File: src/rtl/freq_meter_pkg.sv
// Shared constants and elaboration-time helpers for the gated frequency meter.
package freq_meter_pkg;

    // Board system clock; the default gate is one second, so the published count reads in Hz.
    localparam int unsigned CLK_HZ = 50_000_000;

    // Bits needed to hold 0..value-1; never narrower than one bit.
    function automatic int unsigned clog2(input int unsigned value);
        int unsigned r;
        r = 0;
        while ((64'd1 << r) < 64'(value)) begin
            r = r + 1;
        end
        return (r == 0) ? 1 : r;
    endfunction

endpackage

File: src/rtl/freq_meter_if.sv
// Measurement-side signals of the frequency meter: input under test, hold, and published result.
interface freq_meter_if #(
    parameter int unsigned CNT_W = 16
) ();

    logic             sig_in;
    logic             hold;
    logic [CNT_W-1:0] count;
    logic             overflow;
    logic             valid;

    modport master (
        output sig_in,
        output hold,
        input  count,
        input  overflow,
        input  valid
    );

    modport slave (
        input  sig_in,
        input  hold,
        output count,
        output overflow,
        output valid
    );

endinterface

File: src/rtl/freq_meter_sync_edge.sv
// Two-flop synchronizer plus previous-value register; pulses rise for one clk per rising edge.
module freq_meter_sync_edge (
    input  logic clk,
    input  logic clr,
    input  logic async_in,
    output logic rise
);

    logic s0_q;
    logic s1_q;
    logic prev_q;

    always_ff @(posedge clk) begin
        if (clr) begin
            s0_q   <= 1'b0;
            s1_q   <= 1'b0;
            prev_q <= 1'b0;
        end else begin
            s0_q   <= async_in;
            s1_q   <= s0_q;
            prev_q <= s1_q;
        end
    end

    // prev starts at 0, so an input already high at reset release reads as one edge.
    assign rise = s1_q & ~prev_q;

endmodule

File: src/rtl/freq_meter.sv
// Gated frequency counter: counts sig_in rising edges over GATE_CYCLES clocks, publishes per window.
module freq_meter
    import freq_meter_pkg::*;
#(
    parameter int unsigned GATE_CYCLES = CLK_HZ,
    parameter int unsigned CNT_W       = 16
) (
    input logic          clk,
    input logic          clr,
    freq_meter_if.slave  bus
);

    localparam int unsigned      WIN_W    = clog2(GATE_CYCLES);
    localparam logic [WIN_W-1:0] WIN_LAST = WIN_W'(GATE_CYCLES - 1);
    localparam logic [CNT_W-1:0] CNT_MAX  = '1;

    logic             rise;
    logic             terminal;
    logic [WIN_W-1:0] wcnt_q;
    logic [CNT_W-1:0] ecnt_q;
    logic             ovf_q;
    logic [CNT_W-1:0] ecnt_d;
    logic             ovf_d;
    logic [CNT_W-1:0] count_q;
    logic             overflow_q;
    logic             valid_q;

    freq_meter_sync_edge u_sync_edge (
        .clk      (clk),
        .clr      (clr),
        .async_in (bus.sig_in),
        .rise     (rise)
    );

    // Saturating edge count including this cycle's rise; on the terminal cycle this is the total.
    always_comb begin
        terminal = (wcnt_q == WIN_LAST);
        ecnt_d   = ecnt_q;
        ovf_d    = ovf_q;
        if (rise) begin
            if (ecnt_q == CNT_MAX) begin
                ovf_d = 1'b1;
            end else begin
                ecnt_d = ecnt_q + CNT_W'(1);
            end
        end
    end

    always_ff @(posedge clk) begin
        if (clr) begin
            wcnt_q     <= '0;
            ecnt_q     <= '0;
            ovf_q      <= 1'b0;
            count_q    <= '0;
            overflow_q <= 1'b0;
            valid_q    <= 1'b0;
        end else begin
            valid_q <= 1'b0;
            if (terminal) begin
                // Windows run back to back: the next one starts clean on the following cycle.
                wcnt_q <= '0;
                ecnt_q <= '0;
                ovf_q  <= 1'b0;
                if (!bus.hold) begin
                    count_q    <= ecnt_d;
                    overflow_q <= ovf_d;
                    valid_q    <= 1'b1;
                end
            end else begin
                wcnt_q <= wcnt_q + WIN_W'(1);
                ecnt_q <= ecnt_d;
                ovf_q  <= ovf_d;
            end
        end
    end

    assign bus.count    = count_q;
    assign bus.overflow = overflow_q;
    assign bus.valid    = valid_q;

endmodule
File: src/flat_wrapper.sv
// flat-port wrapper written by rule: the top's interface ports become plain ports
module freq_meter_flat import freq_meter_pkg::*;
#(
    parameter int unsigned GATE_CYCLES = CLK_HZ,
    parameter int unsigned CNT_W       = 16
)
  (clk, clr, bus_sig_in, bus_hold, bus_count, bus_overflow, bus_valid);
  freq_meter_if #(.CNT_W(CNT_W)) bus_i ();
  input logic clk;
  input logic clr;
  input wire logic [$bits(bus_i.sig_in)-1:0] bus_sig_in;
  input wire logic [$bits(bus_i.hold)-1:0] bus_hold;
  output wire logic [$bits(bus_i.count)-1:0] bus_count;
  output wire logic [$bits(bus_i.overflow)-1:0] bus_overflow;
  output wire logic [$bits(bus_i.valid)-1:0] bus_valid;
  assign bus_i.sig_in = bus_sig_in;
  assign bus_i.hold = bus_hold;
  assign bus_count = bus_i.count;
  assign bus_overflow = bus_i.overflow;
  assign bus_valid = bus_i.valid;
  freq_meter #(.GATE_CYCLES(GATE_CYCLES), .CNT_W(CNT_W)) u_core (.clk(clk), .clr(clr), .bus(bus_i));
endmodule
File: config.mk
export PLATFORM = sky130hd
export DESIGN_NAME = freq_meter_flat
export DESIGN_NICKNAME = d
export VERILOG_FILES = /design/src/rtl/freq_meter_pkg.sv /design/src/rtl/freq_meter_if.sv /design/src/rtl/freq_meter_sync_edge.sv /design/src/rtl/freq_meter.sv /design/src/flat_wrapper.sv
export SDC_FILE = /design/constraint.sdc
export NUM_CORES = 1
export LEC_CHECK = 0
export ABC_AREA = 1
export BUFFER_PORTS_ARGS = -buffer_cell sky130_fd_sc_hd__buf_4
export CORE_MARGIN = 1.5
export CORE_UTILIZATION = 50
export DETAILED_ROUTE_END_ITERATION = 6
export PLACE_DENSITY = 0.68
export SYNTH_ARGS = -nofsm -noshare
export SYNTH_HDL_FRONTEND = slang
export SYNTH_SLANG_ARGS = --single-unit
export TNS_END_PERCENT = 30
File: constraint.sdc
create_clock -name clk -period 3.4 [get_ports clk]
set_input_delay 0.34 -clock clk [delete_from_list [all_inputs] [get_ports clk]]
set_output_delay 0.34 -clock clk [all_outputs]
set_load 0.02 [all_outputs]
-- Word level (Yosys, flattened, before mapping)
Cells that the tools add are included.
- multiplexer cells: 5
- bitwise gates (word level): 4
- reductions and logical operators: 3
- equality and inequality tests: 2
- $add $sub $neg: 2
- operators by type and width (kind ; number):
    $mux W16 ; 2
    $add A26 B1 Y26 const B ; 1
    $eq A26 B26 Y1 const B ; 1
    $add A16 B1 Y16 const B ; 1
    $eq A16 B16 Y1 const B ; 1
    $reduce_or A2 Y1 ; 2
    $mux W1 ; 3
    $not A1 Y1 ; 3
    $reduce_and A2 Y1 ; 1
    $and A1 B1 Y1 ; 1
- word-level logic and storage cells: 25
- flip-flop bits (word level): 64
- input port bits: 4
- output and inout port bits: 18

-- Depth between registers and ports, before layout
Gate-level depths: netlist of run 1.
- depth after elaboration: 3
- depth in mapped cells: 11
- mapped depth without buffers: 11

-- Modules after synthesis
A second synthesis of run 1 with hierarchy kept.
- cell total of the unflattened synthesis: 517
- area total of the unflattened synthesis: 3250.6 µm²
- by module, submodules not included (module ; instances ; area each (µm²) ; sequential area each (µm²) ; cells each):
    freq_meter ; 1 ; 3164.3 ; 1221.2 ; 507
    freq_meter_sync_edge ; 1 ; 86.3 ; 60.1 ; 10

-- Least setup slack after synthesis of run 1
Ideal clock, no wire load.
- path kind: reg2reg
- start: register u_core.wcnt_q[0]
- end: register u_core.count_q[6] (netlist: u_core.bus.count[6])
- period minus slack after synthesis: 1.562 ns
- required time: 3.291 ns
- buffers on the path: 1
- stages on the path, launching flop included: 12
- path slack: 1.838 ns
- setup time: 0.109 ns
- arrival time: 1.453 ns
- cells stage by stage: dfxtp_1 -> ha_1 -> nand2_2 -> nor2_8 -> nand2_4 -> nor2_4 -> nand3_2 -> nor2_4 -> buf_6 -> nand3_1 -> nand2_1 -> inv_1
- word-level cells in the longest chain between the ends: 2
- ends and longest elaborated chain (element ; RTL line ; RTL):
    start, declared ; freq_meter.sv:19 ; logic [WIN_W-1:0] wcnt_q;
    start signal, assigned ; freq_meter.sv:70 ; wcnt_q <= wcnt_q + WIN_W'(1);
    $eq A26 B26 Y1 ; freq_meter.sv:37 ; terminal = (wcnt_q == WIN_LAST);
    $reduce_and A2 Y1 (no line) ; -- ;
    end signal, assigned ; freq_meter.sv:65 ; count_q <= ecnt_d;
    end, declared ; freq_meter.sv:24 ; logic [CNT_W-1:0] count_q;
Every way passes these cells.
A chain may end at the register's enable or synchronous reset.

-- Final worst setup path of run 1
- start: register u_core.wcnt_q[0]
- end: register u_core.wcnt_q[17]
- word-level cells in the longest chain between the ends: 2
- elaborated cells on any way between the ends: 3
- those cells by class: add/sub (1); eq/ne (1); reduce/logical (1)
- ends and longest elaborated chain (element):
    branches (longest 2 deep; another with $add A26 B1 Y26)
Parallel ways; which one is timed is not known.

==> reports/summary.log, run 1 <==
[floorplan] starting utilization of the core area 51.5%
[outcome] result of the run finished, final reports clean
[critical_path] reg-to-reg setup timing slack 1.42 ns
[run] number of maximum-capacitance violations 0
[critical_path] worst reg2reg path depth 9
[logic_synthesis] Unique masters post-synth 30
[finish] Filler cells 635
[cts] number of setup buffers added after CTS 0
[power_and_ir_drop] P_sw 315 uW
[finish] most used cells in the layout excluding fill and tap cells 122 x nand2_1, 70 x nor2_1, 64 x dfxtp_1
[cts] H-tree depth 3
[timing] Final period util 58.2%
[global_route] maximum number of pins on one net before global-route repair 20
[detailed_routing] Via density 5.12
[critical_path] logic depth of the worst setup path including buffers 9
[timing] setup violation total in the final timing report 0
[power_and_ir_drop] portion of total power attributed to combinational logic 2.6%
[global_route] overall fraction of global-route tracks in use 22.0%
[detailed_routing] count of unresolved DRC violations after routing 0
[critical_path] Critical Path Source Type flip-flop
[timing] relative slew slack 69.0%
[critical_path] worst path required time 3.62 ns
[detailed_routing] drt pass-1 iters 4
[detailed_routing] wirelength, routed 7.28 mm
[cts] count of cells resized by post-cts repair 0
[logic_synthesis] share of the synthesized area in compound gates (AO/OA/AOI/OAI) 8.12%
[power_and_ir_drop] power density over the cells 379 mW/mm^2
[cts] TritonCTS clock tree built
[placed_design] buffers added on ports 21
[finish] most common library cell in the layout ignoring fill and taps nand2_1
[logic_synthesis] FFs w/ async S/R, synth 0%
[detailed_routing] post-DR wirelength/cell 12.5 um
[finish] sequential standard cell area 0.00128 mm^2
[hold_path] Hold Path Cell Cnt 3
[cts] clock root buffer master clkbuf_8
[critical_path] family with the most delay on the worst path simple AND/OR/NAND/NOR gates
[finish] share of cells above drive strength 1 11.8%
[finish] synth-to-layout area growth 11.7%
[logic_synthesis] cell area after technology mapping 0.00325 mm^2
[logic_synthesis] combinational family with the most area after synthesis simple AND/OR/NAND/NOR gates
[finish] number of antenna diodes 0
[logic_synthesis] Post-synth top flop dfxtp_1
[finish] Post-layout nets 510
[power_and_ir_drop] fraction of power spent switching nets 22.9%
[global_route] global-route wire length before repair 12.3 mm
[placed_design] RD Place Congestion 0.925
[logic_synthesis] basic-gate share of the synthesized area counting and, or, nand and nor cells 39.8%
[cts] number of sinks on the clock net 64
[timing] time the worst path needs with I/O delays and setup 1.98 ns
[critical_path] critical path endpoint u_core.wcnt_q[17]$_SDFF_PP0_
[finish] multi-input gate area in the final layout 0.00167 mm^2
[logic_synthesis] xor-xnor portion of the synthesized cell area 2.69%
[floorplan] vertical extent of the die 83.6 um
[critical_path] worst setup path start u_core.wcnt_q[0]$_SDFF_PP0_
[timing] pin slew with the least headroom to its limit 0.464 ns
[critical_path] number of buffer and inverter instances along the worst setup path 1
[cts] clock-pin slew of the registers on the worst-case setup and hold paths 0.07 ns
[critical_path] arrival time worst endpoint 2.20 ns
[critical_path] beginning of the worst register-to-register path u_core.wcnt_q[0]$_SDFF_PP0_
[logic_synthesis] post-synthesis adder-cell area fraction 0.770%
[floorplan] FP Rows 29
[critical_path] start-to-end type of the worst setup path flip-flop to flip-flop
[global_route] number of global-route vias before repair 2685
[timing] Final Max Tran Viols 0
[hold_path] worst min-delay path category input port to flip-flop
[critical_path] CP max-delay cell nand2_1
[timing] RSZ-0062 raised after global routing false
[power_and_ir_drop] clock share of power 42.2%
[hold_path] startpoint of the tightest hold check path bus_sig_in
[timing] highest clock frequency the design can meet 505 MHz
[logic_synthesis] proportion of synthesized area in mux cells 0%
[logic_synthesis] cell count after synthesis 477
[cts] maximum root-to-sink buffer count 2
[global_route] initial antenna violation count 0
[floorplan] number of top-level design ports 22
[floorplan] die outline width 83.6 um
[cts] clock network latency to the later pin of the worst-skew pair 0.34 ns
[power_and_ir_drop] total power 1380 uW
[logic_synthesis] Post-Syn Nets 483
[floorplan] Std-Cell Core Area 0.00631 mm^2
[cts] number of buffers inserted for hold repair after clock tree synthesis 0
[placed_design] Detail Placement HPWL 5.23 mm
[critical_path] reg2reg end u_core.wcnt_q[17]$_SDFF_PP0_
[power_and_ir_drop] internal power of the cells 1060 uW
[detailed_routing] remaining number of nets flagged by the antenna check after routing 0
[logic_synthesis] EDFF count, synth 0
[logic_synthesis] synthesized flop and latch total 64
[detailed_routing] total via count after detailed routing 2991
[logic_synthesis] count of yosys warnings during synthesis 0
[power_and_ir_drop] VDD IR max 0.292 mV
[logic_synthesis] sequential fraction of the synthesis area 39.4%
[floorplan] overall die area 0.00700 mm^2
[power_and_ir_drop] Flop pwr share 55.2%
[cts] TritonCTS Buffers 9
[timing] summed negative setup slack over all endpoints 0 ns
[timing] number of hold-slack violations in the final timing report 0
[power_and_ir_drop] LEAKAGE 0.00149 uW
[critical_path] largest fanout of any net on the critical path 16
[logic_synthesis] post-synthesis average cell area 6.82 um^2
[detailed_routing] initial DRC count 196
[timing] largest clock skew in the final design 0.00857 ns
[global_route] GRT Residual Overflow 0
[critical_path] type of element capturing the critical path flip-flop
[critical_path] crit-path cells ha_1 > nand2_2 > nor2_8 > nand2_4 > nor2_4 > nand3_2 > nand2_1 > buf_4 > nor3b_1
[critical_path] delay of the slowest critical-path stage 0.38 ns
[worst min-delay path by stage]
stage,to,slack (ns)
after global placement,u_core.u_sync_edge.s1_q$_SDFF_PP0_,0.40
final,u_core.u_sync_edge.s0_q$_SDFF_PP0_,0.21
after global routing,u_core.u_sync_edge.s0_q$_SDFF_PP0_,0.22
after floorplan,u_core.u_sync_edge.s1_q$_SDFF_PP0_,0.39
after CTS,u_core.u_sync_edge.s0_q$_SDFF_PP0_,0.20
after detailed placement,u_core.u_sync_edge.s1_q$_SDFF_PP0_,0.40
[power groups by stage]
| stage | registers [uW] | logic [uW] | clock network [uW] |
|---|---|---|---|
| floorplan | 776 | 25.9 | 0 |
| global placement | 776 | 34.4 | 0 |
| detailed placement | 777 | 35.5 | 0 |
| CTS | 760 | 35.7 | 587 |
| global route | 760 | 39.3 | 625 |
| finish | 760 | 35.9 | 580 |
[per-stage QoR]
step	instances	cell area [um^2]	util, %	hold WS [ns]	worst slack [ns]
3_5_place_dp	570	3460	54.8	0.400	1.44
5_1_grt	584	3630	57.5	0.223	1.24
4_1_cts	584	3630	57.5	0.205	1.42
2_1_floorplan	477	3250	-	0.388	1.84
6_report	584	3630	57.5	0.209	1.42
3_3_place_gp	570	3460	54.8	0.402	1.50
[cells in the mapped netlist, types with 4 or more instances]
master    number  area share [%]
nor3b_1        4            0.92
buf_6          4             1.4
nor3_1         5            0.77
nor2_1        70             8.1
a21oi_1       33             5.1
o21ai_0       17             2.6
nand2_1      122              14
nand3_1       31             4.8
inv_1         59             6.8
nand4_1       15             2.9
nor2_4         4             1.4
xor2_1         5             1.3
dfxtp_1       64              39
xnor2_1        5             1.3
nor2_2         5            0.96
nand3b_1      10             2.3
[sequential cells by signal, summed over array words and instances (netlist names)]
name / count
u_core.u_sync_edge.prev_q: 1
u_core.u_sync_edge.s0_q: 1
u_core.ecnt_q: 16
u_core.wcnt_q: 26
u_core.bus.overflow: 1
u_core.u_sync_edge.s1_q: 1
u_core.bus.count: 16
u_core.bus.valid: 1
u_core.ovf_q: 1
[tightest hold or removal path, stage by stage]
cell and delay (ns):
buf_4 0.08, inv_1 0.04, nor2_1 0.07
[final cells by class]
| type | count | area share, % |
|---|---|---|
| clock inverter | 3 | 0.517 |
| inverter | 62 | 6.41 |
| timing repair buffer | 24 | 4.96 |
| sequential | 64 | 35.3 |
| multi-input combinational | 343 | 46.0 |
| tap | 77 | 2.65 |
| clock buffer | 11 | 4.17 |
[kinds of logic (layout without fill, tap and decap cells)]
kind of cell               Yosys count  after routing
and+or+nand+nor                    279            279
buffers and inverters               70            100
DFF                                 64             64
AOI/OAI and AO/OA                   52             52
xor gates and xnor gates            10             10
adders and majority gates            2              2
[per-layer routing]
layer,GRT usage (%),routed length (um),vias to the layer above
met5,0,0,-
li1,-,-,1573
met2,30.0,2900,75
met1,33.6,3910,1332
met3,4.55,354,11
met4,8.20,114,0
Power figures use the tool's default switching activity.
==> run 2, diff against run 1 <==
==> constraint.sdc (replaced) <==
create_clock -name clk -period 2.05 [get_ports clk]
set_input_delay 0.205 -clock clk [delete_from_list [all_inputs] [get_ports clk]]
set_output_delay 0.205 -clock clk [all_outputs]
set_load 0.02 [all_outputs]
==> run 2 against run 1 <==
Final cell count rose by 0.51%. Hold slack got worse by 0.14 ns. Via count is 0.77% higher. Maximum frequency increased by 5.9%. Clock power grew 120%. Non-clock buffer count increased by 1. Setup slack worse by 1.2 ns. Largest power group unchanged.
==> reports/summary.log, run 2 (synthesis results as in run 1) <==
[run] number of maximum-capacitance violations 0 [unchanged]
[cts] clock-pin slew of the registers on the worst-case setup and hold paths 0.07 ns [about the same]
[global_route] global-route wire length before repair 12.5 mm [+1.5%]
[timing] Final Max Tran Viols 0 [unchanged]
[detailed_routing] Via density 5.13 [+0.25%]
[global_route] initial antenna violation count 0 [unchanged]
[critical_path] start-to-end type of the worst setup path flip-flop to flip-flop
[placed_design] placement-stage cell area 0.00347 mm^2 [+0.22%]
[power_and_ir_drop] VDD IR max 0.414 mV [+42%]
[placed_design] RD Place Congestion 0.892 [-3.6%]
[critical_path] largest fanout of any net on the critical path 18 [+2]
[detailed_routing] wirelength, routed 7.43 mm [+2.1%]
[detailed_routing] drt pass-1 iters 5 [+1]
[placed_design] pre-CTS WS 0.204 ns [-1.23 ns]
[floorplan] overall die area 0.00700 mm^2 [unchanged]
[outcome] result of the run finished, final reports clean
[finish] fin util 58.6% [+1.1 points]
[global_route] maximum number of pins on one net before global-route repair 22 [+10%]
[floorplan] die outline width 83.6 um [unchanged]
[timing] pin slew with the least headroom to its limit 0.451 ns [-0.0137 ns]
[critical_path] type of element capturing the critical path flip-flop
[critical_path] number of buffer and inverter instances along the worst setup path 1 [unchanged]
[power_and_ir_drop] Flop pwr share 49.0% [-6.2 points]
[floorplan] starting utilization of the core area 51.5% [unchanged]
[placed_design] buffers added on ports 21 [unchanged]
[critical_path] worst path required time 2.29 ns [-1.33 ns]
[critical_path] worst reg2reg path depth 10 [+1]
[hold_path] worst min-delay path category input port to flip-flop
[placed_design] Detail Placement HPWL 5.24 mm [+0.11%]
[power_and_ir_drop] portion of total power attributed to combinational logic 2.4% [-0.2 points]
[timing] number of hold-slack violations in the final timing report 0 [unchanged]
[timing] minimum setup slack in the final design 0.180 ns [-1.24 ns]
[detailed_routing] initial DRC count 232 [+18%]
[timing] relative slew slack 69.9% [+0.91 points]
[power_and_ir_drop] LEAKAGE 0.00152 uW [+2.2%]
[global_route] GRT Residual Overflow 0 [unchanged]
[critical_path] beginning of the worst register-to-register path u_core.wcnt_q[0]$_SDFF_PP0_
[power_and_ir_drop] fraction of power spent switching nets 21.5% [-1.4 points]
[critical_path] logic depth of the worst setup path including buffers 10 [+1]
[timing] RSZ-0062 raised after global routing false
[timing] setup violation total in the final timing report 0 [unchanged]
[cts] H-tree depth 3 [unchanged]
[critical_path] family with the most delay on the worst path simple AND/OR/NAND/NOR gates
[timing] largest clock skew in the final design 0.00893 ns [+0.000358 ns]
[floorplan] number of top-level design ports 22 [unchanged]
[cts] number of sinks on the clock net 64 [unchanged]
[critical_path] cell with the most instances on the worst path nor2_4
[timing] time the worst path needs with I/O delays and setup 1.87 ns [-0.110 ns]
[cts] clock root buffer master clkbuf_8
[hold_path] Hold Path Cell Cnt 3 [unchanged]
[critical_path] arrival time worst endpoint 2.11 ns [-0.09 ns]
[detailed_routing] remaining number of nets flagged by the antenna check after routing 0 [unchanged]
[critical_path] crit-path cells ha_1 > nand2_2 > nor2_8 > nand2_4 > nor2_4 > nand3_2 > nor2_4 > nand3_1 > nand2_1 > inv_1
[hold_path] startpoint of the tightest hold check path bus_sig_in
[detailed_routing] count of unresolved DRC violations after routing 0 [unchanged]
[timing] Final period util 91.2% [+33 points]
[power_and_ir_drop] internal power of the cells 2020 uW [+90%]
[floorplan] FP Rows 29 [unchanged]
[finish] number of flip-flops in the largest register 26 [unchanged]
[floorplan] vertical extent of the die 83.6 um [unchanged]
[finish] most common library cell in the layout ignoring fill and taps nand2_1
[cts] maximum root-to-sink buffer count 2 [unchanged]
[power_and_ir_drop] power density over the cells 695 mW/mm^2 [+84%]
[critical_path] worst setup path start u_core.wcnt_q[0]$_SDFF_PP0_
[power_and_ir_drop] clock share of power 48.7% [+6.5 points]
[timing] summed negative setup slack over all endpoints 0 ns [unchanged]
[critical_path] Critical Path Source Type flip-flop
[cts] TritonCTS Buffers 9 [unchanged]
[finish] most used cells in the layout excluding fill and tap cells 122 x nand2_1, 70 x nor2_1, 63 x dfxtp_1
[floorplan] Std-Cell Core Area 0.00631 mm^2 [unchanged]
[detailed_routing] post-DR wirelength/cell 12.7 um [+1.6%]
[global_route] overall fraction of global-route tracks in use 22.3% [+0.29 points]
[finish] synth-to-layout area growth 13.8%
[detailed_routing] total via count after detailed routing 3014 [+0.77%]
[critical_path] CP max-delay cell nor2_4
[finish] number of antenna diodes 0 [unchanged]
[finish] Post-layout nets 511 [+0.20%]
[power_and_ir_drop] P_sw 553 uW [+76%]
[finish] share of cells above drive strength 1 12.5% [+0.71 points]
[cts] TritonCTS clock tree built
[critical_path] delay of the slowest critical-path stage 0.38 ns [about the same]
[cts] number of setup buffers added after CTS 0 [unchanged]
[finish] register containing the most flip-flops in the final layout u_core.wcnt_q
[global_route] number of global-route vias before repair 2767 [+3.1%]
[timing] highest clock frequency the design can meet 535 MHz [+5.9%]
[finish] final std cell area, no fill 0.00370 mm^2 [+1.9%]
[cts] clock network latency to the later pin of the worst-skew pair 0.34 ns [about the same]
[run 2: cell types whose count changed in the layout (fill, tap and decap cells not counted)]
| cell | previous run | this run |
|---|---|---|
| dfxtp_1 | 64 | 63 |
| dfxtp_2 | 0 | 1 |
| bufinv_16 | 0 | 2 |
| buf_4 | 24 | 25 |
[run 2: through the flow]
stage,power (uW),cells,hold WS (ns)
3_5_place_dp,1350,571,0.414
2_1_floorplan,1330,477,0.312
3_3_place_gp,1350,571,0.401
5_1_grt,2640,587,0.102
4_1_cts,2580,587,0.0695
6_report,2570,587,0.0686
[run 2: power by group through the flow]
stage               Sequential (uW)  Combinational, uW  Clock, uW
finish                         1260               60.9       1250
floorplan                      1290               42.9          0
global placement               1290               60.0          0
detailed placement             1290               61.3          0
global route                   1260               70.6       1310
CTS                            1260               61.6       1260
[run 2: final cells by class]
| class | count | area [um^2] |
|---|---|---|
| multi-input cells | 343 | 1670 |
| clock inverters | 5 | 78.8 |
| repair buffers | 25 | 188 |
| well taps | 77 | 96.3 |
| flip-flops and latches | 64 | 1280 |
| fillers | 617 | 2610 |
| clock buffers | 11 | 151 |
| inverters | 62 | 233 |
[run 2: worst paths after layout]
| path | to | slack [ns] |
|---|---|---|
| max | u_core.bus.count[11]$_SDFFE_PP0P_ | 0.18 |
| min | u_core.u_sync_edge.s0_q$_SDFF_PP0_ | 0.07 |
| max reg2reg | u_core.bus.count[11]$_SDFFE_PP0P_ | 0.18 |
| min reg2reg | u_core.u_sync_edge.s1_q$_SDFF_PP0_ | 0.42 |
[run 2: worst register-to-register path: cells and delay by family, from the launching register on]
kind | cells | cell delay [ns]
simple gates | 8 | 1.20
buf+inv | 1 | 0.04
flops | 1 | 0.35
fa+ha+maj | 1 | 0.20
[run 2: repair_timing]
action / 4_1_cts / 5_1_grt
resized for setup: 0 / 1
setup endpoints to repair: 0 / 2
hold buffers: 0 / 0
[run 2: layer usage]
| metal | share of wire (%) | routed length (um) | vias up | track usage [%] |
|---|---|---|---|---|
| met5 | 0 | 0 | - | 0 |
| li1 | - | - | 1573 | - |
| met2 | 40 | 3000 | 81 | 33.4 |
| met3 | 5.4 | 404 | 14 | 3.66 |
| met4 | 1.8 | 133 | 0 | 8.49 |
| met1 | 52 | 3900 | 1346 | 32.1 |
==> run 3, diff against run 2 <==
==> constraint.sdc (replaced) <==
create_clock -name clk -period 2.05 [get_ports clk]
set_input_delay 0.615 -clock clk [delete_from_list [all_inputs] [get_ports clk]]
set_output_delay 0.615 -clock clk [all_outputs]
set_load 0.02 [all_outputs]
==> run 3 against run 2 <==
Routed wire length fell by 2.0%. Core utilization is 0.16 points lower. Sequential share of layout area increased by 0.094 points. Design area decreased by 0.27%. Setup slack improved by 0.052 ns. Clock power is essentially flat. Register-to-register slack improved by 0.05 ns. First-iteration DRC count decreased by 26%. Die area stayed put. Critical endpoint is now u_core.bus.count[6]$_SDFFE_PP0P_.
==> reports/summary.log, run 3 (synthesis results as in run 1) <==
[timing] setup violation total in the final timing report 0 [unchanged]
[critical_path] cell with the most instances on the worst path nor2_4
[floorplan] die outline width 83.6 um [unchanged]
[power_and_ir_drop] total power 2540 uW [-1.4%]
[timing] summed negative setup slack over all endpoints 0 ns [unchanged]
[power_and_ir_drop] internal power of the cells 2010 uW [-0.27%]
[finish] Post-layout nets 511 [unchanged]
[floorplan] overall die area 0.00700 mm^2 [unchanged]
[power_and_ir_drop] P_sw 521 uW [-5.8%]
[power_and_ir_drop] fraction of power spent switching nets 20.6% [-0.94 points]
[detailed_routing] total via count after detailed routing 3001 [-0.43%]
[detailed_routing] post-DR wirelength/cell 12.4 um [-1.9%]
[timing] RSZ-0062 raised after global routing false
[critical_path] start-to-end type of the worst setup path flip-flop to flip-flop
[cts] clock root buffer master clkbuf_8
[cts] maximum root-to-sink buffer count 2 [unchanged]
[critical_path] worst path required time 2.29 ns [about the same]
[critical_path] number of buffer and inverter instances along the worst setup path 1 [unchanged]
[critical_path] reg-to-reg setup timing slack 0.23 ns [+0.05 ns]
[floorplan] starting utilization of the core area 51.5% [unchanged]
[critical_path] type of element capturing the critical path flip-flop
[finish] most used cells in the layout excluding fill and tap cells 122 x nand2_1, 70 x nor2_1, 63 x dfxtp_1
[detailed_routing] remaining number of nets flagged by the antenna check after routing 0 [unchanged]
[cts] TritonCTS clock tree built
[cts] TritonCTS Buffers 9 [unchanged]
[finish] register containing the most flip-flops in the final layout u_core.wcnt_q
[detailed_routing] count of unresolved DRC violations after routing 0 [unchanged]
[outcome] result of the run finished, final reports clean
[timing] number of hold-slack violations in the final timing report 0 [unchanged]
[power_and_ir_drop] portion of total power attributed to combinational logic 2.4% [about the same]
[timing] Final Max Tran Viols 0 [unchanged]
[timing] pin slew with the least headroom to its limit 0.432 ns [-0.0185 ns]
[finish] share of cells above drive strength 1 12.2% [-0.37 points]
[finish] number of antenna diodes 0 [unchanged]
[detailed_routing] wirelength, routed 7.28 mm [-2.0%]
[cts] H-tree depth 3 [unchanged]
[global_route] GRT Residual Overflow 0 [unchanged]
[placed_design] Detail Placement HPWL 5.28 mm [+0.87%]
[timing] relative slew slack 71.1% [+1.2 points]
[floorplan] vertical extent of the die 83.6 um [unchanged]
[detailed_routing] initial DRC count 171 [-26%]
[critical_path] Critical Path Source Type flip-flop
[cts] clock network latency to the later pin of the worst-skew pair 0.35 ns [about the same]
[power_and_ir_drop] LEAKAGE 0.00152 uW [-0.45%]
[timing] largest clock skew in the final design 0.00764 ns [-0.00129 ns]
[detailed_routing] drt pass-1 iters 4 [-1]
[critical_path] largest fanout of any net on the critical path 18 [unchanged]
[finish] final std cell area, no fill 0.00369 mm^2 [-0.27%]
[run] number of maximum-capacitance violations 0 [unchanged]
[critical_path] CP max-delay cell dfxtp_1
[power_and_ir_drop] power density over the cells 687 mW/mm^2 [-1.2%]
[placed_design] buffers added on ports 21 [unchanged]
[placed_design] Placed Cells incl. Taps 571 [unchanged]
[global_route] maximum number of pins on one net before global-route repair 19 [-14%]
[global_route] overall fraction of global-route tracks in use 22.1% [-0.19 points]
[cts] clock-pin slew of the registers on the worst-case setup and hold paths 0.07 ns [about the same]
[global_route] initial antenna violation count 0 [unchanged]
[critical_path] delay of the slowest critical-path stage 0.35 ns [-0.03 ns]
[global_route] global-route wire length before repair 12.4 mm [-0.99%]
[timing] Final period util 88.7% [-2.5 points]
[finish] most common library cell in the layout ignoring fill and taps nand2_1
[hold_path] worst min-delay path category flip-flop to flip-flop
[power_and_ir_drop] clock share of power 47.9% [-0.8 points]
[floorplan] FP Rows 29 [unchanged]
[detailed_routing] Via density 5.12 [-0.26%]
[critical_path] arrival time worst endpoint 2.06 ns [-0.05 ns]
[finish] Post-Layout Cell Count 586 [-0.17%]
[global_route] number of global-route vias before repair 2680 [-3.1%]
[power_and_ir_drop] Flop pwr share 49.7% [+0.7 points]
[critical_path] family with the most delay on the worst path simple AND/OR/NAND/NOR gates
[power_and_ir_drop] VDD IR max 0.461 mV [+11%]
[floorplan] number of top-level design ports 22 [unchanged]
[finish] fin util 58.5% [-0.16 points]
[placed_design] RD Place Congestion 0.921 [+3.2%]
[finish] number of flip-flops in the largest register 26 [unchanged]
[critical_path] crit-path cells ha_1 > nand2_2 > nor2_8 > nand2_4 > nor2_4 > nand3_2 > nor2_4 > nand3_1 > nand2_1 > inv_1
[floorplan] Std-Cell Core Area 0.00631 mm^2 [unchanged]
[timing] highest clock frequency the design can meet 550 MHz [+2.8%]
[timing] time the worst path needs with I/O delays and setup 1.82 ns [-0.0515 ns]
[cts] number of sinks on the clock net 64 [unchanged]
[finish] synth-to-layout area growth 13.5%
[placed_design] placement-stage cell area 0.00347 mm^2 [unchanged]
[run 3: cell count changes in the layout (fill, tap and decap cells not counted)]
cell      before  now
clkinv_2       2    1
clkbuf_1       0    1
clkinv_4       1    0
[run 3: final timing paths]
check	depth (start not counted)	end	startpoint
hold reg to reg	2	u_core.u_sync_edge.s1_q$_SDFF_PP0_	u_core.u_sync_edge.s0_q$_SDFF_PP0_
setup / recovery	10	u_core.bus.count[6]$_SDFFE_PP0P_	u_core.wcnt_q[0]$_SDFF_PP0_
hold / removal	2	u_core.u_sync_edge.s1_q$_SDFF_PP0_	u_core.u_sync_edge.s0_q$_SDFF_PP0_
setup reg to reg	10	u_core.bus.count[6]$_SDFFE_PP0P_	u_core.wcnt_q[0]$_SDFF_PP0_
[run 3: power groups by stage]
stage,Combinational (uW),Sequential [uW],Clock [uW]
finish,60.8,1260,1220
CTS,61.2,1260,1240
detailed placement,60.9,1290,0
global route,67.9,1260,1300
global placement,60.2,1290,0
floorplan,42.9,1290,0
[run 3: cell type report]
class                           instances  area [um^2]
Multi-Input combinational cell        343         1670
Sequential cell                        64         1280
Tap cell                               77         96.3
Timing Repair Buffer                   25          188
Clock inverter                          3         65.1
Fill cell                             631         2620
Clock buffer                           12          155
Inverter                               62          233
[run 3: metrics by stage]
step / setup WS (ns) / hold WS, ns
final: 0.231 / 0.404
after global routing: 0.0323 / 0.444
after CTS: 0.201 / 0.406
after detailed placement: 0.214 / 0.403
after global placement: 0.289 / 0.401
after floorplan: 0.488 / 0.388
[run 3: worst min-delay path, delay by kind of cell (launching register included)]
| kind | cells | cell delay [ns] |
|---|---|---|
| buffers and inverters | 1 | 0.04 |
| and+or+nand+nor | 1 | 0.03 |
| DFF | 1 | 0.29 |
[run 3: what timing repair did]
action                                  CTS  global route
buffers inserted                          0             0
hold buffers                              0             0
hold endpoints to repair                  0             0
endpoints found under the setup margin    0             3
resized for setup                         0             1
[run 3: layer usage]
layer / GRT usage [%] / wire length [um] / vias to the layer above / share of wire (%)
met5: 0 / 0 / - / 0
met4: 10.3 / 151 / 0 / 2.1
met3: 4.15 / 415 / 12 / 5.7
met2: 30.7 / 2860 / 83 / 39
met1: 32.7 / 3860 / 1331 / 53
li1: - / - / 1575 / -
